--- src/rtl/rbm_stream_ctrl.sv ---
// rtl/rbm_stream_ctrl.sv - CSR-driven stream reader controller with shift pipeline and result FIFO (optional macro: RBM_SATURATE_EN)
module rbm_stream_ctrl #(
    parameter int DATAWIDTH     = 32,
    parameter int ADDRESS_WIDTH = 32,
    parameter int RES_DEPTH     = 8
) (
    input  logic                     clk,
    input  logic                     reset_n,
    input  logic [2:0]               avs_s0_address,
    input  logic                     avs_s0_read,
    input  logic                     avs_s0_write,
    input  logic [ADDRESS_WIDTH-1:0] avs_s0_writedata,
    output logic [ADDRESS_WIDTH-1:0] avs_s0_readdata,
    output logic                     avs_s0_readdatavalid,
    output logic                     coe_control_fixed_location,
    output logic [ADDRESS_WIDTH-1:0] coe_control_read_base,
    output logic [ADDRESS_WIDTH-1:0] coe_control_read_length,
    output logic                     coe_control_go,
    input  logic                     coe_control_done,
    input  logic                     coe_control_early_done,
    input  logic [DATAWIDTH-1:0]     coe_user_buffer_data,
    input  logic                     coe_user_data_available,
    output logic                     coe_user_read_buffer
);

    localparam int PW = $clog2(RES_DEPTH);
    localparam int CW = PW + 1;
    localparam logic [CW:0]   DEPTH_L = (CW+1)'(RES_DEPTH);
    localparam logic [CW-1:0] ONE_C   = CW'(1);
    localparam logic [PW-1:0] ONE_P   = PW'(1);

    localparam logic [2:0] S_IDLE  = 3'd0;
    localparam logic [2:0] S_GO    = 3'd1;
    localparam logic [2:0] S_RUN   = 3'd2;
    localparam logic [2:0] S_DRAIN = 3'd3;
    localparam logic [2:0] S_ABORT = 3'd4;
    localparam logic [2:0] S_DONE  = 3'd5;

    localparam logic [2:0] A_BASE   = 3'd0;
    localparam logic [2:0] A_LENGTH = 3'd1;
    localparam logic [2:0] A_CTRL   = 3'd2;
    localparam logic [2:0] A_STATUS = 3'd3;
    localparam logic [2:0] A_RESULT = 3'd4;
    localparam logic [2:0] A_SHIFT  = 3'd5;

    logic [2:0]               state;
    logic [ADDRESS_WIDTH-1:0] base_reg;
    logic [ADDRESS_WIDTH-1:0] length_reg;
    logic [4:0]               shift_reg;
    logic                     done_flag;
    logic                     underflow_flag;
    logic                     early_flag;
    logic                     rdr_done;

    logic                     v1;
    logic                     v2;
    logic [DATAWIDTH-1:0]     d1;
    logic [DATAWIDTH-1:0]     d2;
    logic [DATAWIDTH-1:0]     shift_out;

    logic [DATAWIDTH-1:0]     mem [RES_DEPTH];
    logic [PW-1:0]            wr_ptr;
    logic [PW-1:0]            rd_ptr;
    logic [CW-1:0]            fifo_count;
    logic [ADDRESS_WIDTH-1:0] head_ext;

    logic                     busy;
    logic                     stream_state;
    logic                     ctrl_wr;
    logic                     start_go;
    logic                     start_xfer;
    logic                     abort_go;
    logic                     clear_ok;
    logic                     res_rd;
    logic                     res_pop;
    logic                     push;
    logic                     flush;
    logic                     capture;
    logic [CW:0]              occ;
    logic [ADDRESS_WIDTH-1:0] status_val;
    logic [ADDRESS_WIDTH-1:0] rd_value;

    assign busy         = (state == S_GO) || (state == S_RUN) || (state == S_DRAIN) || (state == S_ABORT);
    assign stream_state = (state == S_RUN) || (state == S_DRAIN);
    assign ctrl_wr      = avs_s0_write && (avs_s0_address == A_CTRL);
    assign abort_go     = ctrl_wr && avs_s0_writedata[2] &&
                          ((state == S_GO) || (state == S_RUN) || (state == S_DRAIN));
    assign start_go     = ctrl_wr && avs_s0_writedata[0] && ((state == S_IDLE) || (state == S_DONE));
    assign start_xfer   = start_go && (length_reg != '0);
    assign clear_ok     = ctrl_wr && avs_s0_writedata[1] && !busy;
    assign res_rd       = avs_s0_read && (avs_s0_address == A_RESULT);
    assign res_pop      = res_rd && (fifo_count != '0);
    assign flush        = abort_go || start_xfer;
    assign push         = v2 && ((fifo_count < CW'(RES_DEPTH)) || res_pop);

    // Results already queued plus words still in the pipeline must fit in the FIFO.
    assign occ     = {1'b0, fifo_count} + {{CW{1'b0}}, v1} + {{CW{1'b0}}, v2};
    assign capture = stream_state && coe_user_data_available && (occ < DEPTH_L);

    assign coe_user_read_buffer       = capture || ((state == S_ABORT) && coe_user_data_available);
    assign coe_control_go             = (state == S_GO);
    assign coe_control_fixed_location = 1'b0;
    assign coe_control_read_base      = base_reg;
    assign coe_control_read_length    = length_reg;

    generate
        if (DATAWIDTH >= ADDRESS_WIDTH) begin : g_head_trunc
            assign head_ext = mem[rd_ptr][ADDRESS_WIDTH-1:0];
        end else begin : g_head_ext
            assign head_ext = {{(ADDRESS_WIDTH-DATAWIDTH){1'b0}}, mem[rd_ptr]};
        end
    endgenerate

    // Second pipeline stage arithmetic: left shift, wrapping or saturating on lost bits.
    always_comb begin
`ifdef RBM_SATURATE_EN
        logic [DATAWIDTH+31:0] wide;
        wide      = {{32{1'b0}}, d1} << shift_reg;
        shift_out = (|wide[DATAWIDTH+31:DATAWIDTH]) ? '1 : wide[DATAWIDTH-1:0];
`else
        shift_out = d1 << shift_reg;
`endif
    end

    // CSR read mux; status count is reported in bits 15:8.
    always_comb begin
        status_val       = '0;
        status_val[0]    = busy;
        status_val[1]    = done_flag;
        status_val[2]    = (fifo_count == '0);
        status_val[3]    = underflow_flag;
        status_val[4]    = early_flag;
        status_val[15:8] = 8'(fifo_count);
        rd_value         = '0;
        case (avs_s0_address)
            A_BASE:   rd_value = base_reg;
            A_LENGTH: rd_value = length_reg;
            A_STATUS: rd_value = status_val;
            A_RESULT: rd_value = (fifo_count != '0) ? head_ext : '0;
            A_SHIFT:  rd_value = {{(ADDRESS_WIDTH-5){1'b0}}, shift_reg};
            default:  rd_value = '0;
        endcase
    end

    // Read response is registered: data and valid appear one cycle after the strobe.
    always_ff @(posedge clk or negedge reset_n) begin
        if (!reset_n) begin
            avs_s0_readdata      <= '0;
            avs_s0_readdatavalid <= 1'b0;
        end else begin
            avs_s0_readdatavalid <= avs_s0_read;
            if (avs_s0_read) begin
                avs_s0_readdata <= rd_value;
            end
        end
    end

    // Setup registers are frozen while a transfer owns them.
    always_ff @(posedge clk or negedge reset_n) begin
        if (!reset_n) begin
            base_reg   <= '0;
            length_reg <= '0;
            shift_reg  <= '0;
        end else if (avs_s0_write && !busy) begin
            if (avs_s0_address == A_BASE)   base_reg   <= avs_s0_writedata;
            if (avs_s0_address == A_LENGTH) length_reg <= avs_s0_writedata;
            if (avs_s0_address == A_SHIFT)  shift_reg  <= avs_s0_writedata[4:0];
        end
    end

    // Sticky status flags; set events win over a clear in the same cycle.
    always_ff @(posedge clk or negedge reset_n) begin
        if (!reset_n) begin
            done_flag      <= 1'b0;
            underflow_flag <= 1'b0;
            early_flag     <= 1'b0;
            rdr_done       <= 1'b0;
        end else begin
            if (clear_ok) begin
                done_flag      <= 1'b0;
                underflow_flag <= 1'b0;
                early_flag     <= 1'b0;
            end
            if (start_xfer) begin
                done_flag <= 1'b0;
                rdr_done  <= 1'b0;
            end
            if ((start_go && !start_xfer) ||
                ((state == S_DRAIN) && !abort_go && !coe_user_data_available && !v1 && !v2)) begin
                done_flag <= 1'b1;
            end
            if (res_rd && (fifo_count == '0)) underflow_flag <= 1'b1;
            if (busy && coe_control_early_done) early_flag <= 1'b1;
            if (stream_state && coe_control_done) rdr_done <= 1'b1;
        end
    end

    // Transfer sequencing; abort from DRAIN exits at once since the reader already finished.
    always_ff @(posedge clk or negedge reset_n) begin
        if (!reset_n) begin
            state <= S_IDLE;
        end else begin
            case (state)
                S_IDLE, S_DONE: begin
                    if (start_go) state <= start_xfer ? S_GO : S_DONE;
                end
                S_GO: begin
                    state <= abort_go ? S_ABORT : S_RUN;
                end
                S_RUN: begin
                    if (abort_go)              state <= S_ABORT;
                    else if (coe_control_done) state <= S_DRAIN;
                end
                S_DRAIN: begin
                    if (abort_go) state <= S_ABORT;
                    else if (!coe_user_data_available && !v1 && !v2) state <= S_DONE;
                end
                S_ABORT: begin
                    if (coe_control_done || rdr_done) state <= S_IDLE;
                end
                default: state <= S_IDLE;
            endcase
        end
    end

    // Two-stage pipeline: capture the popped word, then shift it.
    always_ff @(posedge clk or negedge reset_n) begin
        if (!reset_n) begin
            v1 <= 1'b0;
            v2 <= 1'b0;
            d1 <= '0;
            d2 <= '0;
        end else if (flush) begin
            v1 <= 1'b0;
            v2 <= 1'b0;
        end else begin
            v1 <= capture;
            v2 <= v1;
            if (capture) d1 <= coe_user_buffer_data;
            if (v1)      d2 <= shift_out;
        end
    end

    // Result FIFO; push and pop together leave the count unchanged.
    always_ff @(posedge clk or negedge reset_n) begin
        if (!reset_n) begin
            wr_ptr     <= '0;
            rd_ptr     <= '0;
            fifo_count <= '0;
            for (int i = 0; i < RES_DEPTH; i++) mem[i] <= '0;
        end else if (flush) begin
            wr_ptr     <= '0;
            rd_ptr     <= '0;
            fifo_count <= '0;
        end else begin
            if (push) begin
                mem[wr_ptr] <= d2;
                wr_ptr      <= wr_ptr + ONE_P;
            end
            if (res_pop) rd_ptr <= rd_ptr + ONE_P;
            if (push && !res_pop)      fifo_count <= fifo_count + ONE_C;
            else if (!push && res_pop) fifo_count <= fifo_count - ONE_C;
        end
    end

endmodule
--- config.mk ---
export PLATFORM = sky130hd
export DESIGN_NAME = rbm_stream_ctrl
export DESIGN_NICKNAME = d
export VERILOG_FILES = /design/src/rtl/rbm_stream_ctrl.sv
export SDC_FILE = /design/constraint.sdc
export NUM_CORES = 1
export LEC_CHECK = 0
export ABC_CLOCK_PERIOD_IN_PS = 3100
export CORE_ASPECT_RATIO = 1.75
export CORE_MARGIN = 2
export CORE_UTILIZATION = 50
export CTS_CLUSTER_DIAMETER = 40
export DETAILED_ROUTE_END_ITERATION = 10
export PLACE_DENSITY = 0.76
export RECOVER_POWER = 25
export SLEW_MARGIN = 20
export SYNTH_ARGS = -nofsm -noshare
export SYNTH_HDL_FRONTEND = slang
export SYNTH_SLANG_ARGS = --single-unit
--- constraint.sdc ---
create_clock -name clk -period 3.1 [get_ports clk]
set_clock_uncertainty 0.1 [all_clocks]
set_input_delay 0.31 -clock clk [delete_from_list [all_inputs] [get_ports clk]]
set_output_delay 0.31 -clock clk [all_outputs]
set_load 0.02 [all_outputs]
Yosys cells after proc, flatten, opt, wreduce, memory -nomap -nowiden
Cells that the tools add are included.
{"block": "classes", "n_addsub": 6, "magnitude_cmp": 5, "eq_ne": 14, "n_shift": 1, "mux": 33, "bitwise_logic": 3, "reduce_logical": 66}
{"cell": "$bwmux W256", "n": 1}
{"cell": "$pmux W32 S5", "n": 1}
{"cell": "$mux W32", "n": 4}
{"cell": "$bmux W32 S3", "n": 1}
{"cell": "$demux W32 S3", "n": 1}
{"cell": "$mux W3", "n": 12}
{"cell": "$reduce_bool A32 Y1", "n": 1}
{"cell": "$shl A32 B5 Y32", "n": 1}
{"cell": "$logic_and A1 B1 Y1", "n": 28}
{"cell": "$pmux W3 S5", "n": 1}
{"cell": "$eq A3 B2 Y1 const B", "n": 4}
{"cell": "$eq A3 B3 Y1 const B", "n": 4}
{"cell": "$mux W4", "n": 3}
{"cell": "$reduce_and A2 Y1", "n": 6}
{"cell": "$logic_or A1 B1 Y1", "n": 10}
{"cell": "$reduce_bool A2 Y1", "n": 5}
{"cell": "$mux W1", "n": 9}
{"cell": "$ge A4 B4 Y1 const B", "n": 2}
{"cell": "$logic_not A1 Y1", "n": 8}
{"cell": "$not A3 Y4", "n": 2}
{"cell": "$add A3 B1 Y3 const B", "n": 2}
{"cell": "$eq A3 B1 Y1 const B", "n": 2}
{"cell": "$logic_not A3 Y1", "n": 2}
{"cell": "$reduce_bool A3 Y1", "n": 2}
{"cell": "16 further kinds", "n": 16}
{"block": "word_totals", "register_bits": 441, "inputBits": 74, "out_inout_bits": 100, "wordCells": 153}

Longest topological paths before layout
Gate-level depths: netlist of the first run.
{"block": "depth", "word_depth": 11, "depth_mapped": 10, "mapped_depth_nobuf": 8}

Worst setup path before layout of the first run
No wires, ideal clock.
{"block": "synth_path", "path_type": "reg-to-reg", "startpoint": "register fifo_count[1]", "endpoint": "register fifo_count[3]", "setup_ns": 0.132, "arrival_ns": 2.283, "t_required_ns": 2.868, "slack_ns": 0.585, "path_stages_with_launch": 9, "n_path_buf": 0, "synth_period_minus_slack_ns": 2.515, "path_cell_list": "dfrtp_1 > nor4_1 > o21ai_0 > ha_1 > a21o_1 > a21oi_1 > nand2_1 > mux2i_1 > a21oi_1"}
{"block": "synth_between", "elab_chain_cells": 7, "elab_cells_between_ends": 15, "cone_classes": "add/sub (2); order compare (1); mux (3); reduce/logical (9)"}
{"element": "from (decl)", "line": "64", "source": "logic [CW-1:0] fifo_count;"}
{"element": "from (signal assigned)", "line": "261", "source": "if (push && !res_pop) fifo_count <= fifo_count + ONE_C;"}
{"element": "from (signal assigned)", "line": "262", "source": "else if (!push && res_pop) fifo_count <= fifo_count - ONE_C;"}
{"element": "branches (longest 7 deep; another with $lt A4 B4 Y1)"}
Parallel ways; which one is timed is not known. The select of a mux whose other input is x is not followed.
A chain may end at the register's enable or synchronous reset.

Worst setup path in the final report of the first run
{"block": "layout_path", "startpoint": "register length_reg[17] (netlist: coe_control_read_length[17])", "endpoint": "register mem[39] (netlist name)"}
{"block": "layout_between", "elab_chain_cells": 5}
{"element": "from (decl)", "line": "48", "source": "logic [ADDRESS_WIDTH-1:0] length_reg;"}
{"element": "from (signal assigned)", "line": "166", "source": "if (avs_s0_address == A_LENGTH) length_reg <= avs_s0_writedata;"}
{"element": "$reduce_bool A32 Y1", "line": "89", "source": "assign start_xfer = start_go && (length_reg != '0);"}
{"element": "$logic_and A1 B1 Y1", "line": "89"}
{"element": "$logic_or A1 B1 Y1", "line": "93", "source": "assign flush = abort_go || start_xfer;"}
{"element": "$not A1 Y1 (no line)"}
{"element": "$reduce_and A2 Y1 (no line)"}
{"element": "to (signal, indexed assignment)", "line": "257", "source": "mem[wr_ptr] <= d2;"}
{"element": "to (decl)", "line": "61", "source": "logic [DATAWIDTH-1:0] mem [RES_DEPTH];"}
Every way passes these cells.

==> results of run 1 <==
per-layer routing:
| metal | global-route usage, % | share of wire (%) | vias to the layer above |
|---|---|---|---|
| li1 | - | - | 5994 |
| met1 | 28.4 | 36 | 7192 |
| met2 | 49.2 | 56 | 387 |
| met4 | 12.5 | 5.0 | 0 |
| met5 | 0 | 0 | - |
| met3 | 2.37 | 3.5 | 131 |
worst max-delay path, delay by kind of cell (launching register included):
family | cells | cell delay [ns]
simple gates | 3 | 0.93
flops | 1 | 0.43
mux | 1 | 0.31
compound gates | 1 | 0.23
buf+inv | 3 | 0.66
cell families (layout without fill, tap and decap cells):
family | Yosys count | after routing | synth area share [%]
xor gates and xnor gates | 8 | 8 | 0.333
and+or+nand+nor | 135 | 135 | 3.43
DFF | 441 | 441 | 52.5
AOI/OAI and AO/OA | 188 | 188 | 6.44
other | 1 | 1 | 0.0178
adders and majority gates | 7 | 7 | 0.440
buffers and inverters | 152 | 368 | 3.03
muxes | 548 | 548 | 33.8
power groups by stage:
stage | logic [mW] | registers [mW] | clock network [mW]
detailed placement | 9.11 | 9.32 | 0
CTS | 9.17 | 9.24 | 5.65
global placement | 8.97 | 9.20 | 0
global route | 9.71 | 9.51 | 5.90
floorplan | 5.66 | 8.94 | 0
finish | 9.15 | 9.26 | 5.57
cells in the mapped netlist (6+ instances only):
| cell | n |
|---|---|
| o22ai_1 | 49 |
| nor2b_1 | 8 |
| inv_1 | 42 |
| nor2_1 | 21 |
| nor4_1 | 12 |
| clkbuf_1 | 55 |
| a22oi_1 | 9 |
| nand2_1 | 38 |
| a21oi_1 | 11 |
| a222oi_1 | 27 |
| o21ai_0 | 38 |
| dfrtp_1 | 441 |
| buf_1 | 8 |
| mux2i_1 | 35 |
| nand4_1 | 6 |
| buf_2 | 42 |
| mux4_2 | 88 |
| nand3_1 | 12 |
| mux2_1 | 11 |
| nand2b_1 | 6 |
| mux2_2 | 414 |
| o31ai_1 | 7 |
worst paths after layout:
path	start	to	slack, ns
setup / recovery	coe_control_read_length[17]	mem[39]	0.30
hold / removal	coe_user_buffer_data[12]	d1[12]	0.24
setup reg to reg	coe_control_read_length[17]	mem[39]	0.30
hold reg to reg	rdr_done	rdr_done	0.40
max in group asynchronous	reset_n	d1[20]	0.68
min in group asynchronous	reset_n	v1	0.58
metrics by stage:
step                cell area [um^2]  setup slack [ns]  util (%)  std cells  hold WS (ns)
floorplan                      21000             0.585         -       1480       -0.0856
global placement               23800             0.259      57.1       2172         0.163
detailed placement             23800             0.227      57.1       2172         0.174
CTS                            25300             0.304      60.8       2251         0.197
global route                   25300             0.161      60.8       2251         0.237
finish                         25300             0.296      60.8       2251         0.242
area by class of cell:
| class | count | area, um^2 | area share (%) |
|---|---|---|---|
| sequential | 441 | 11000 | 43.7 |
| multi-input combinational | 887 | 9370 | 37.1 |
| timing repair buffer | 246 | 2500 | 9.90 |
| clock buffer | 58 | 1210 | 4.80 |
| tap | 555 | 694 | 2.75 |
| clock inverter | 20 | 299 | 1.18 |
| inverter | 44 | 165 | 0.653 |
cells in the final DEF (no fill, tap or decap), types with 7 or more instances in the layout:
| cell type | netlist | routed |
|---|---|---|
| dfrtp_1 | 441 | 438 |
| o22ai_1 | 49 | 49 |
| nor4_1 | 12 | 11 |
| a222oi_1 | 27 | 27 |
| o31ai_1 | 7 | 7 |
| a22oi_1 | 9 | 9 |
| clkbuf_1 | 55 | 9 |
| mux2i_1 | 35 | 35 |
| clkbuf_16 | 0 | 44 |
| mux2_2 | 414 | 414 |
| o21ai_0 | 38 | 38 |
| clkdlybuf4s50_1 | 0 | 171 |
| nor2b_1 | 8 | 8 |
| a21oi_1 | 11 | 11 |
| nand2_1 | 38 | 38 |
| nor2_1 | 21 | 21 |
| nand3_1 | 12 | 12 |
| inv_1 | 42 | 42 |
| mux2_1 | 11 | 11 |
| buf_12 | 0 | 19 |
| mux4_2 | 88 | 88 |
| buf_4 | 2 | 51 |
==> impl_metrics.yaml, run 1 <==
run_status:
  status: "finished, violations left"
  violations: "max-capacitance violations, max-slew violations"
sta:
  slew-limit-headroom_pct: -13.0
  fmax_mhz: 357
  finalSetupTns_ns: 0
  min_period_ns: 2.80
  hold_viol_final: 0
  worst_pin_slew_ns: 1.70
  rsz0062_at_grt: "false"
  setup_viol: 0
  timing.final.crit_share_pct: 90.5
  drv_slew: 85
floorplanning:
  die_h_um: 275
  rows: 99
  io-pin-count: 174
  dieArea_um2: 43800
  core_region_area_um2: 41600
  start_util_pct: 50.5
  die_x_um: 159
finish:
  area_delta_synth_final_pct: 20.2
  antenna_cells: 0
  final_nets: 1744
  fill_cells: 3209
  drive_above_1_share_pct: 38.9
  largest_reg_flops: 256
  top_register: "mem"
synth:
  syn_area_um2: 21000
  ys_types: 68
  ys_seq_area_share_pct: 52.5
  syn_nets: 1560
  synth_area_leaders: "dfrtp_1 52%, mux2_2 22%, mux4_2 9.4%"
  syn_avg_cell_area_um2: 14.2
  synth_top_cell_area_share_pct: 52.5
  synth-edff-count: 0
  ys.flop_type: "dfrtp_1"
  yosysTopAreaCell: "dfrtp_1"
  syn-instance-count: 1480
  async_flop_share_pct: 100
  ys_ff_latch: 441
  yosys_warnings: 0
hold_path:
  hold_depth: 2
  holdCritPathClass: "primary input to flop"
power_and_ir_drop:
  p_int_mw: 15.3
  p_per_area_nw_per_um2: 948
  irDropWorstVdd_mv: 0.538
  p_comb_share_pct: 38.2
  p_sw_mw: 8.69
  power_mw: 24.0
  p_leak_nw: 11.4
  p_sw_share_pct: 36.2
  p_clk_share_pct: 23.2
  seqPwrFrac_pct: 38.6
clock_network:
  clockRootBuffer: "clkbuf_16"
  clkSinkCount: 441
  cts-buffers-inserted: 44
  cts_setup_buffers: 0
  ctsResizeCount: 0
  cts_hold_buffers: 1
  worstSkewPairLatency_ns: 0.55
  clk_pin_slew_worst_paths_ns: 0.07
  cts_buffer_depth: 3
  tritoncts: "done"
  h-tree-depth: 2
drt:
  first_pass_iters: 5
  avgViaCountPerCell: 6.09
  antenna_left: 0
  routed_wl_mm: 55.4
  drc: 0
  vias: 13700
  drt_iter0_markers: 962
  routedWlPerCell_um: 24.6
critical_path:
  cp.required_ns: 3.43
  r2r_cells: 8
  worstSetupPathType: "flop to flop"
  crit_chain: "nor4_1 > nand4_1 > buf_4 > o2111ai_4 > buf_12 > nand3_1 > buf_12 > mux2_1"
  end_kind: "flop"
  cp_max_fo: 19
  crit_path_start_kind: "flop"
  slowest_stage: "nor4_1"
  cp_common_cell: "buf_12"
  critPathMaxStageDelay_ns: 0.49
  arrival_ns: 3.13
place:
  dp_hpwl_mm: 39.3
  routabilityCongestion: 0.947
  port_buffers: 172
grt:
  grt_first_pass_wirelength_mm: 87.2
  antenna_found_initial: 0
  grt_pass1_vias: 14800
  grt_overflow_total: 0
  globalRouteTotalUtil_pct: 25.6
  grt_start_max_net_pins: 120
job:
  timing.max_cap.violations: 2
Power figures use the tool's default switching activity.
==> run 2, diff against run 1 <==
CORE_MARGIN = 1   (was 2)
CORE_UTILIZATION = 48   (was 50)
PLACE_DENSITY = 0.74   (was 0.76)
==> run 2 against run 1 <==
  * The flow still finishes with violations (max-capacitance violations, max-slew violations)
  * Clock power decreased by 3%
  * Register-to-register slack got worse by 0.11 ns
  * Sequential share of layout area up 0.31 points
  * Wire length down 1.9%
  * Flip-flop and latch count is the same
  * Fmax fell by 7.0%
  * Via count fell by 0.80%
  * Setup slack got worse by 0.21 ns
  * Worst hold slack better by 0.0092 ns
  * First-iteration DRC count is 0.94% lower
  * Clock-buffer cell count is 4 higher
  * Critical endpoint is now coe_user_read_buffer
==> impl_metrics.yaml, run 2 (synthesis gave the netlist of run 1 again) <==
grt:
  antenna_found_initial: 0
  grt_overflow_total: 0
  globalRouteTotalUtil_pct: 25.0
  grt_start_max_net_pins: 113
  grt_pass1_vias: 14800
  grt_first_pass_wirelength_mm: 86.1
floorplanning:
  rows: 101
  die_x_um: 160
  io-pin-count: 174
  die_h_um: 279
  start_util_pct: 48.5
  dieArea_um2: 44700
  core_region_area_um2: 43300
drt:
  avgViaCountPerCell: 6.06
  routedWlPerCell_um: 24.2
  vias: 13600
  drt_iter0_markers: 953
  antenna_left: 0
  routed_wl_mm: 54.4
  drc: 0
  first_pass_iters: 9
critical_path:
  cp.required_ns: 2.69
  slowest_stage: "clkdlybuf4s50_1"
  critPathMaxStageDelay_ns: 0.58
  setup.worst_path.end: "coe_user_read_buffer"
  r2r_cells: 7
  worstReg2RegEnd: "d2[31]"
  crit_path_start_kind: "flop"
  worstReg2RegStart: "coe_control_read_length[17]"
  critPathBufInv: 1
  cp_max_fo: 8
  end_kind: "output port"
  worstSetupPathType: "flop to output port"
  r2r_setup_slack_ns: 0.19
  critical_path.top_delay_family: "buffers and inverters"
  cp-startpoint: "v2"
  cp.depth: 5
  arrival_ns: 2.60
  crit_chain: "ha_1 > a21oi_1 > o2111ai_1 > nand2_1 > clkdlybuf4s50_1"
run_status:
  status: "finished, violations left"
  violations: "max-capacitance violations, max-slew violations"
clock_network:
  h-tree-depth: 2
  clkSinkCount: 441
  worstSkewPairLatency_ns: 0.56
  clk_pin_slew_worst_paths_ns: 0.06
  cts_buffer_depth: 3
  cts_setup_buffers: 0
  tritoncts: "done"
  cts-buffers-inserted: 43
  clockRootBuffer: "clkbuf_16"
power_and_ir_drop:
  irDropWorstVdd_mv: 0.559
  power_mw: 23.8
  p_per_area_nw_per_um2: 946
  p_leak_nw: 11.3
place:
  routabilityCongestion: 0.921
  dp_slack_ns: 0.137
  postPlaceCellArea_um2: 23700
  port_buffers: 172
  dp_hpwl_mm: 37.7
sta:
  finalSetupTns_ns: 0
  drv_slew: 51
  setup_viol: 0
  hold_ws_ns: 0.251
  fmax_mhz: 332
  rsz0062_at_grt: "false"
  setup_ws_ns: 0.0860
  timing.final.crit_share_pct: 97.2
  worst_pin_slew_ns: 1.51
  hold_viol_final: 0
  min_period_ns: 3.01
  slew-limit-headroom_pct: -0.686
finish:
  final_area_um2: 25100
  top_register: "mem"
  antenna_cells: 0
  drive_above_1_share_pct: 38.5
  layout_commonest_cell: "dfrtp_1"
  mostFrequentLayoutCells: "437 x dfrtp_1, 414 x mux2_2, 171 x clkdlybuf4s50_1"
  fill_cells: 3343
  area_delta_synth_final_pct: 19.4
  largest_reg_flops: 256
  final_nets: 1726
hold_path:
  holdCritPathClass: "primary input to flop"
  hp-start: "coe_user_buffer_data[21]"
job:
  timing.max_cap.violations: 1
## run 2: cell count changes in the layout (fill, tap and decap cells not counted), sizes merged
| cell | delta |
|---|---|
| buf | -17 |
| bufinv | -4 |
| clkbuf | +4 |
| clkinv | -3 |
| clkinvlp | +2 |
| inv | +1 |
## run 2: repair_timing
item	4_1_cts	5_1_grt
gates resized for setup	0	1
endpoints found under the hold margin	52	0
endpoints found under the setup margin	0	1
hold buffers	1	0
## run 2: through the flow
stage / utilization [%] / instances
after floorplan: - / 1480
after global routing: 57.9 / 2245
after global placement: 54.6 / 2166
after CTS: 58.0 / 2245
after detailed placement: 54.6 / 2166
final: 57.9 / 2245
## run 2: power breakdown
group          internal, mW  switching (mW)
sequential             7.29            1.87
combinational          4.69            4.51
clock                  3.12            2.27
## run 2: worst min-delay path by stage
| stage | endpoint | slack [ns] | depth (start not counted) |
|---|---|---|---|
| after floorplan | avs_s0_readdata[0] | -0.09 | 0 |
| after global placement | coe_control_read_base[2] | 0.15 | 1 |
| after detailed placement | coe_control_read_base[1] | 0.16 | 1 |
| after CTS | coe_control_read_base[2] | 0.17 | 2 |
| after global routing | d1[21] | 0.25 | 2 |
| final | d1[21] | 0.25 | 2 |
## run 2: cell type report
cell class / count / area (um^2) / share of cell area [%]
tap: 566 / 708 / 2.82
clock inverter: 16 / 183 / 0.727
timing repair buffer: 229 / 2340 / 9.34
clock buffer: 62 / 1300 / 5.17
multi-input combinational: 887 / 9370 / 37.3
inverter: 44 / 165 / 0.658
sequential: 441 / 11000 / 44.0
## run 2: metal layers
metal  up-vias  GRT usage [%]  wire, um
met3       146           2.55      1750
met5         -              0         0
met4         0           12.6      2800
met1      7103           27.5     19400
li1       5966              -         -
met2       379           47.3     30400
